### src/rtl/twowire_pkg.sv
// Shared definitions for the Two-Wire Debug APB fabric: FSM encoding and
// the address width derivation that the DTM core also uses.
package twowire_pkg;

   localparam int W_STATE = 3;

   typedef enum logic [W_STATE-1:0] {
      ST_IDLE   = 3'd0,
      ST_SETUP  = 3'd1,
      ST_ACCESS = 3'd2,
      ST_RESP   = 3'd3,
      ST_ERR    = 3'd4
   } apb_state_e;

   function automatic int w_addr(input int asize);
      return 8 * (1 + asize);
   endfunction

endpackage

### src/rtl/twowire_apb_split_if.sv
// APB3 bus bundle with N_SEL select lanes; N_SEL=1 on the DTM side,
// N_SEL=N_TGT on the target side (per-lane pready/pslverr/prdata).
interface twowire_apb_split_if #(
   parameter int W_ADDR = 8,
   parameter int N_SEL  = 1
);
   logic [W_ADDR-1:0]    paddr;
   logic [N_SEL-1:0]     psel;
   logic                 penable;
   logic                 pwrite;
   logic [31:0]          pwdata;
   logic [N_SEL-1:0]     pready;
   logic [N_SEL-1:0]     pslverr;
   logic [32*N_SEL-1:0]  prdata;

   modport master (
      output paddr, psel, penable, pwrite, pwdata,
      input  pready, pslverr, prdata
   );

   modport slave (
      input  paddr, psel, penable, pwrite, pwdata,
      output pready, pslverr, prdata
   );
endinterface

### src/rtl/twowire_apb_decode.sv
// Base/mask address decoder; the lowest matching target index wins.
module twowire_apb_decode #(
   parameter int                        N_TGT    = 2,
   parameter int                        W_ADDR   = 8,
   parameter logic [N_TGT*W_ADDR-1:0]   TGT_BASE = '0,
   parameter logic [N_TGT*W_ADDR-1:0]   TGT_MASK = '0
) (
   input  logic [W_ADDR-1:0] addr,
   output logic              hit,
   output logic [3:0]        idx
);

   always_comb begin
      hit = 1'b0;
      idx = '0;
      // Walk downward so the lowest matching index is the last one written.
      for (int i = N_TGT - 1; i >= 0; i--) begin
         if ((addr & TGT_MASK[i*W_ADDR +: W_ADDR]) == TGT_BASE[i*W_ADDR +: W_ADDR]) begin
            hit = 1'b1;
            idx = 4'(i);
         end
      end
   end

endmodule

### src/rtl/twowire_apb_split.sv
// APB3 fan-out from the DTM requester to N_TGT targets, with unmapped-address
// error completion and a per-access watchdog so the DTM bus cannot lock up.
//
// state  | meaning
// IDLE   | waiting for an upstream setup phase
// SETUP  | downstream setup phase to the decoded target
// ACCESS | downstream access phase, waiting on pready or watchdog
// RESP   | upstream completion with captured response
// ERR    | upstream error completion for an unmapped address
module twowire_apb_split
   import twowire_pkg::*;
#(
   parameter int                               ASIZE    = 0,
   parameter int                               N_TGT    = 2,
   parameter logic [N_TGT*8*(1+ASIZE)-1:0]     TGT_BASE = '0,
   parameter logic [N_TGT*8*(1+ASIZE)-1:0]     TGT_MASK = '0,
   parameter int                               TIMEOUT  = 256
) (
   input  logic                   dck,
   input  logic                   drst_n,
   twowire_apb_split_if.slave     src,
   twowire_apb_split_if.master    dst,
   output logic                   timeout_evt,
   output logic [3:0]             timeout_tgt
);

   localparam int W_ADDR = w_addr(ASIZE);
   localparam int W_CNT  = (TIMEOUT < 1) ? 1 : $clog2(TIMEOUT + 1);
   localparam logic [W_CNT-1:0] CNT_LAST = W_CNT'((TIMEOUT < 1) ? 0 : TIMEOUT - 1);
   localparam logic [W_CNT-1:0] CNT_MAX  = '1;

   apb_state_e         state_q, state_nxt;
   logic [3:0]         idx_q, idx_nxt;
   logic [W_ADDR-1:0]  paddr_q;
   logic [31:0]        pwdata_q;
   logic               pwrite_q;
   logic [W_CNT-1:0]   cnt_q;

   logic [N_TGT-1:0]   dst_psel_q;
   logic               dst_penable_q;
   logic               src_pready_q, src_pslverr_q;
   logic [31:0]        src_prdata_q;
   logic               evt_q;
   logic [3:0]         tgt_q;

   logic               dec_hit;
   logic [3:0]         dec_idx;
   logic               setup_seen;
   logic               sel_ready, sel_err;
   logic [31:0]        sel_rdata;
   logic [N_TGT-1:0]   psel_onehot;
   logic               wd_fire;
   logic               acc_to_resp;
   logic               slverr_nxt;
   logic [31:0]        rdata_nxt;
   logic               evt_nxt;

   twowire_apb_decode #(
      .N_TGT    (N_TGT),
      .W_ADDR   (W_ADDR),
      .TGT_BASE (TGT_BASE),
      .TGT_MASK (TGT_MASK)
   ) u_decode (
      .addr (src.paddr),
      .hit  (dec_hit),
      .idx  (dec_idx)
   );

   assign setup_seen = src.psel[0] && !src.penable;
   assign idx_nxt    = (state_q == ST_IDLE && setup_seen) ? dec_idx : idx_q;

   always_comb begin
      sel_ready   = 1'b0;
      sel_err     = 1'b0;
      sel_rdata   = '0;
      psel_onehot = '0;
      for (int i = 0; i < N_TGT; i++) begin
         if (idx_q == 4'(i)) begin
            sel_ready = dst.pready[i];
            sel_err   = dst.pslverr[i];
            sel_rdata = dst.prdata[32*i +: 32];
         end
         psel_onehot[i] = (idx_nxt == 4'(i));
      end
   end

   // A target answering in the expiry cycle beats the watchdog.
   assign wd_fire = (TIMEOUT != 0) && (cnt_q == CNT_LAST) && !sel_ready;

   always_comb begin
      state_nxt = state_q;
      case (state_q)
         ST_IDLE:   if (setup_seen) state_nxt = dec_hit ? ST_SETUP : ST_ERR;
         ST_SETUP:  state_nxt = ST_ACCESS;
         ST_ACCESS: if (sel_ready || wd_fire) state_nxt = ST_RESP;
         ST_RESP:   state_nxt = ST_IDLE;
         ST_ERR:    state_nxt = ST_IDLE;
         default:   state_nxt = ST_IDLE;
      endcase
      // Requester gave up: drop everything silently.
      if (state_q != ST_IDLE && !src.psel[0]) state_nxt = ST_IDLE;

      acc_to_resp = (state_q == ST_ACCESS) && (state_nxt == ST_RESP);
      evt_nxt     = acc_to_resp && !sel_ready;
      slverr_nxt  = (state_nxt == ST_ERR) || (acc_to_resp && (sel_ready ? sel_err : 1'b1));
      rdata_nxt   = (acc_to_resp && sel_ready && !pwrite_q) ? sel_rdata : 32'h0;
   end

   always_ff @(posedge dck) begin
      if (!drst_n) begin
         state_q       <= ST_IDLE;
         idx_q         <= '0;
         paddr_q       <= '0;
         pwdata_q      <= '0;
         pwrite_q      <= 1'b0;
         cnt_q         <= '0;
         dst_psel_q    <= '0;
         dst_penable_q <= 1'b0;
         src_pready_q  <= 1'b0;
         src_pslverr_q <= 1'b0;
         src_prdata_q  <= '0;
         evt_q         <= 1'b0;
         tgt_q         <= '0;
      end else begin
         state_q <= state_nxt;
         if (state_q == ST_IDLE && setup_seen) begin
            paddr_q  <= src.paddr;
            pwdata_q <= src.pwdata;
            pwrite_q <= src.pwrite;
            idx_q    <= dec_idx;
         end
         if (state_q == ST_SETUP)
            cnt_q <= '0;
         else if (state_q == ST_ACCESS && !sel_ready && cnt_q != CNT_MAX)
            cnt_q <= cnt_q + 1'b1;
         dst_psel_q    <= (state_nxt == ST_SETUP || state_nxt == ST_ACCESS) ? psel_onehot : '0;
         dst_penable_q <= (state_nxt == ST_ACCESS);
         src_pready_q  <= (state_nxt == ST_RESP || state_nxt == ST_ERR);
         src_pslverr_q <= slverr_nxt;
         src_prdata_q  <= rdata_nxt;
         evt_q         <= evt_nxt;
         if (evt_nxt) tgt_q <= idx_q;
      end
   end

   assign dst.psel       = dst_psel_q;
   assign dst.penable    = dst_penable_q;
   assign dst.pwrite     = pwrite_q;
   assign dst.paddr      = paddr_q;
   assign dst.pwdata     = pwdata_q;
   assign src.pready[0]  = src_pready_q;
   assign src.pslverr[0] = src_pslverr_q;
   assign src.prdata     = src_prdata_q;
   assign timeout_evt    = evt_q;
   assign timeout_tgt    = tgt_q;

endmodule

### src/flat_wrapper.sv
// flat-port wrapper written by rule: the top's interface ports become plain ports
module twowire_apb_split_flat import twowire_pkg::*;
#(
   parameter int                               ASIZE    = 0,
   parameter int                               N_TGT    = 2,
   parameter logic [N_TGT*8*(1+ASIZE)-1:0]     TGT_BASE = '0,
   parameter logic [N_TGT*8*(1+ASIZE)-1:0]     TGT_MASK = '0,
   parameter int                               TIMEOUT  = 256
)
  (dck, drst_n, timeout_evt, timeout_tgt, src_paddr, src_psel, src_penable, src_pwrite, src_pwdata, src_pready, src_pslverr, src_prdata, dst_paddr, dst_psel, dst_penable, dst_pwrite, dst_pwdata, dst_pready, dst_pslverr, dst_prdata);
  twowire_apb_split_if #(.W_ADDR(8), .N_SEL(1)) src_i ();
  twowire_apb_split_if #(.W_ADDR(8), .N_SEL(2)) dst_i ();
  input  logic dck;
  input  logic drst_n;
  output logic timeout_evt;
  output logic [3:0] timeout_tgt;
  input wire logic [$bits(src_i.paddr)-1:0] src_paddr;
  input wire logic [$bits(src_i.psel)-1:0] src_psel;
  input wire logic [$bits(src_i.penable)-1:0] src_penable;
  input wire logic [$bits(src_i.pwrite)-1:0] src_pwrite;
  input wire logic [$bits(src_i.pwdata)-1:0] src_pwdata;
  output wire logic [$bits(src_i.pready)-1:0] src_pready;
  output wire logic [$bits(src_i.pslverr)-1:0] src_pslverr;
  output wire logic [$bits(src_i.prdata)-1:0] src_prdata;
  output wire logic [$bits(dst_i.paddr)-1:0] dst_paddr;
  output wire logic [$bits(dst_i.psel)-1:0] dst_psel;
  output wire logic [$bits(dst_i.penable)-1:0] dst_penable;
  output wire logic [$bits(dst_i.pwrite)-1:0] dst_pwrite;
  output wire logic [$bits(dst_i.pwdata)-1:0] dst_pwdata;
  input wire logic [$bits(dst_i.pready)-1:0] dst_pready;
  input wire logic [$bits(dst_i.pslverr)-1:0] dst_pslverr;
  input wire logic [$bits(dst_i.prdata)-1:0] dst_prdata;
  assign src_i.paddr = src_paddr;
  assign src_i.psel = src_psel;
  assign src_i.penable = src_penable;
  assign src_i.pwrite = src_pwrite;
  assign src_i.pwdata = src_pwdata;
  assign src_pready = src_i.pready;
  assign src_pslverr = src_i.pslverr;
  assign src_prdata = src_i.prdata;
  assign dst_paddr = dst_i.paddr;
  assign dst_psel = dst_i.psel;
  assign dst_penable = dst_i.penable;
  assign dst_pwrite = dst_i.pwrite;
  assign dst_pwdata = dst_i.pwdata;
  assign dst_i.pready = dst_pready;
  assign dst_i.pslverr = dst_pslverr;
  assign dst_i.prdata = dst_prdata;
  twowire_apb_split #(.ASIZE(ASIZE), .N_TGT(N_TGT), .TGT_BASE(TGT_BASE), .TGT_MASK(TGT_MASK), .TIMEOUT(TIMEOUT)) u_core (.dck(dck), .drst_n(drst_n), .src(src_i), .dst(dst_i), .timeout_evt(timeout_evt), .timeout_tgt(timeout_tgt));
endmodule
### config.mk
export PLATFORM = sky130hd
export DESIGN_NAME = twowire_apb_split_flat
export DESIGN_NICKNAME = d
export VERILOG_FILES = /design/src/rtl/twowire_pkg.sv /design/src/rtl/twowire_apb_split_if.sv /design/src/rtl/twowire_apb_decode.sv /design/src/rtl/twowire_apb_split.sv /design/src/flat_wrapper.sv
export SDC_FILE = /design/constraint.sdc
export NUM_CORES = 1
export LEC_CHECK = 0
export CORE_UTILIZATION = 42
export DETAILED_ROUTE_END_ITERATION = 8
export PLACE_DENSITY = 0.85
export RECOVER_POWER = 50
export SETUP_SLACK_MARGIN = 0.1
export SYNTH_ARGS = -nofsm -noshare
export SYNTH_HDL_FRONTEND = slang
export SYNTH_SLANG_ARGS = --single-unit
### constraint.sdc
create_clock -name dck -period 4.5 [get_ports dck]
set_input_delay 0.9 -clock dck [delete_from_list [all_inputs] [get_ports dck]]
set_output_delay 0.9 -clock dck [all_outputs]
set_load 0.1 [all_outputs]
==> results.sh <==
export IMPL_syn_to_final_growth_pct=58.8
export IMPL_routabilityCongestion=0.859
export IMPL_p_leak_nw=2.19
export IMPL_num_vias=3489
export IMPL_worstRegToRegCells=4
export IMPL_wirelength_um=10300
export IMPL_synth_fp_nets=520
export IMPL_start_kind="input port"
export IMPL_io_buffers=195
export IMPL_yosysWarnings=0
export IMPL_antenna_found_initial=0
export IMPL_status="complete, but fails checks"
export IMPL_violations="max-capacitance violations, max-slew violations"
export IMPL_drive_gt1_share_pct=5.09
export IMPL_hold_class="register to register"
export IMPL_cts_root_buf="clkbuf_8"
export IMPL_max_slew_margin_pct=-19.2
export IMPL_die_h_um=95.9
export IMPL_rsz0062_at_grt="false"
export IMPL_fmax_ghz=0.298
export IMPL_ctsHoldBuffers=0
export IMPL_drc_errors=0
export IMPL_die_area_um2=9200
export IMPL_syn_cell_area_um2=3710
export IMPL_hold_viol=0
export IMPL_min_period_ps=3360
export IMPL_crit_path_max_fanout=42
export IMPL_vdd_ir_drop_max_mv=0.185
export IMPL_finalCritPeriodShare_pct=74.6
export IMPL_critPathKind="input port to register"
export IMPL_maxCapViolations=2
export IMPL_overflow=0
export IMPL_routedWlPerCell_um=14.8
export IMPL_dp_hpwl_um=7570
export IMPL_first_iter_violations=100
export IMPL_n_fill_cell=655
export IMPL_cts_made_buffers=9
export IMPL_grt_pass1_wl_um=15400
export IMPL_syn_area_per_cell_um2=9.17
export IMPL_yosysSeqAreaShare_pct=53.5
export IMPL_clockPowerShare_pct=32.1
export IMPL_post_cts_buffers=0
export IMPL_postSynthCellCount=404
export IMPL_io_pins=196
export IMPL_p_switching_mw=0.434
export IMPL_antenna_left=0
export IMPL_core_area_um2=8380
export IMPL_grt_max_degree=59
export IMPL_placed_area_um2=5690
export IMPL_crit_arrival_ps=3630
export IMPL_final_net_count=701
export IMPL_switching_share_pct=25.3
export IMPL_n_antenna_cell=0
export IMPL_setup_viol=0
export IMPL_grt_use_total_pct=22.1
export IMPL_synth_main_ff_cell="dfxtp_1"
export IMPL_cts_sinks=99
export IMPL_grt_pass1_vias=3395
export IMPL_setup_tns_ps=0
export IMPL_synth_edf_count=0
export IMPL_cts_resized_gates=0
export IMPL_tightest_slew_ps=1790
export IMPL_ys_async_sr_fraction_pct=0
export IMPL_crit_slowest_cell="clkbuf_1"
export IMPL_p_comb_share_pct=15.7
export IMPL_synth_seq_cells=99
export IMPL_power_internal_mw=1.28
export IMPL_seq_power_share_pct=52.1
export IMPL_hold_path_cell_count=2
export IMPL_rows=33
export IMPL_critPathMaxStageDelay_ps=1290
export IMPL_cp_data_required_time_ps=4780
export IMPL_cts_htree_levels=3
export IMPL_clk_pin_slew_ps=80
export IMPL_dr_pass1_iters=4
export IMPL_viasPerCell=5.03
export IMPL_slew_viol_final=78
export IMPL_final_area_um2=5890
export IMPL_die_w_um=95.9
export IMPL_end_kind="register"
export IMPL_power_per_cell_area_nw_per_um2=292
export IMPL_clock_path_buffers=2
export IMPL_synth_distinct_cells=40
export IMPL_crit_chain="dlygate4sd3_1 -> nand2b_1 -> nor4_2 -> clkbuf_1 -> o211a_1 -> mux2i_1"
export IMPL_cts_tree="built"
export IMPL_start_util_pct=44.2
export IMPL_clk_latency_ps=350
export IMPL_skew_ps=10.4
-- worst max-delay path, delay by kind of cell --
family                 cells  cell delay, ps
AND/OR/NAND/NOR            2             240
AO/OA/AOI/OAI              1             400
buffers and inverters      2            1880
multiplexers               1             210
-- path summary, 6_finish.rpt --
| check | end | start | slack (ps) |
|---|---|---|---|
| min reg2reg | u_core.dst.pwdata[0] | u_core.dst.pwdata[0] | 470 |
| min | u_core.dst.pwdata[0] | u_core.dst.pwdata[0] | 470 |
| max | u_core.timeout_tgt[2] | src_psel | 1140 |
| max reg2reg | u_core.src.prdata[16] | u_core.idx_q[3] | 1720 |
-- routing by layer --
layer,part of all wire (%),track usage (%)
met3,10,6.71
met1,38,23.1
met4,1.7,10.3
met5,0,0
met2,50,40.3
-- layout by cell type (no fill, tap or decap), drive strengths merged, types with 5 or more instances in the layout --
cell           count
a21boi            43
xnor2              5
mux2i              6
clkbuf            12
a22oi             32
clkdlybuf4s50    169
nor2              47
dlygate4sd3       26
and3               6
dfxtp             99
nand2             93
-- power groups by stage --
stage,Sequential (mW),Combinational (mW),Clock [mW]
after floorplan,1.01,0.0471,0
after global placement,0.916,0.269,0
after detailed placement,0.917,0.271,0
after CTS,0.896,0.273,0.570
after global routing,0.898,0.286,0.610
final,0.896,0.271,0.552
-- cell usage after synthesis, types with 2 or more instances --
cell / count / area [µm²]
nand2b_1: 2 / 12.5
nand4_1: 2 / 12.5
and2_1: 2 / 12.5
xor2_1: 3 / 26.3
nand4b_1: 3 / 26.3
a2111oi_0: 2 / 17.5
a21boi_0: 43 / 323
nor3_1: 2 / 10.0
mux2i_1: 6 / 60.1
a21oi_1: 2 / 10.0
nor2_1: 37 / 139
dfxtp_1: 99 / 1980
a211oi_1: 3 / 22.5
o211ai_1: 2 / 15.0
clkbuf_1: 24 / 90.1
ha_1: 3 / 37.5
buf_6: 3 / 33.8
xnor2_1: 5 / 43.8
nand2_1: 93 / 349
and3_1: 6 / 37.5
o21ai_0: 2 / 10.0
nor2_2: 10 / 62.6
inv_1: 2 / 7.51
a22oi_1: 32 / 240
-- area by class of cell --
class                   instances  area, µm²  area share [%]
clock buffers                  11        141            2.40
clock inverters                 4       51.3           0.872
inverters                       2       7.51           0.128
multi-input cells             275       1600            27.2
flip-flops and latches         99       1980            33.7
well taps                     105        131            2.23
repair buffers                198       1970            33.5
-- metrics by stage --
step           util (%)  setup slack, ps  std cells  hold WS, ps  total power [mW]
6_report           70.2             1140        694          466              1.72
5_1_grt            70.2              866        694          493              1.79
4_1_cts            70.2             1530        694          470              1.74
3_5_place_dp       67.9             1160        679          453              1.19
3_3_place_gp       67.9             1330        679          448              1.18
2_1_floorplan         -             2190        404          465              1.05
-- registers in the layout (all words and copies together), names as in the netlist --
| register | count |
|---|---|
| u_core.dst.pwrite | 1 |
| u_core.dst.pwdata | 32 |
| u_core.src.pready | 1 |
| u_core.timeout_tgt | 4 |
| u_core.cnt_q | 9 |
| u_core.idx_q | 4 |
| u_core.dst.paddr | 8 |
| u_core.dst.penable | 1 |
| u_core.dst.psel | 2 |
| u_core.timeout_evt | 1 |
| u_core.src.prdata | 32 |
| u_core.src.pslverr | 1 |
| u_core.state_q | 3 |
-- cells by family after synthesis --
family / count (synthesis) / synth area share (%)
simple gates: 164 / 19.3
flops: 99 / 53.5
compound gates: 92 / 18.6
buf+inv: 30 / 3.68
xor+xnor: 8 / 1.89
mux: 7 / 1.92
fa+ha+maj: 3 / 1.01
other cells: 1 / 0.101
Note: power is estimated with default switching activity, not from simulation.
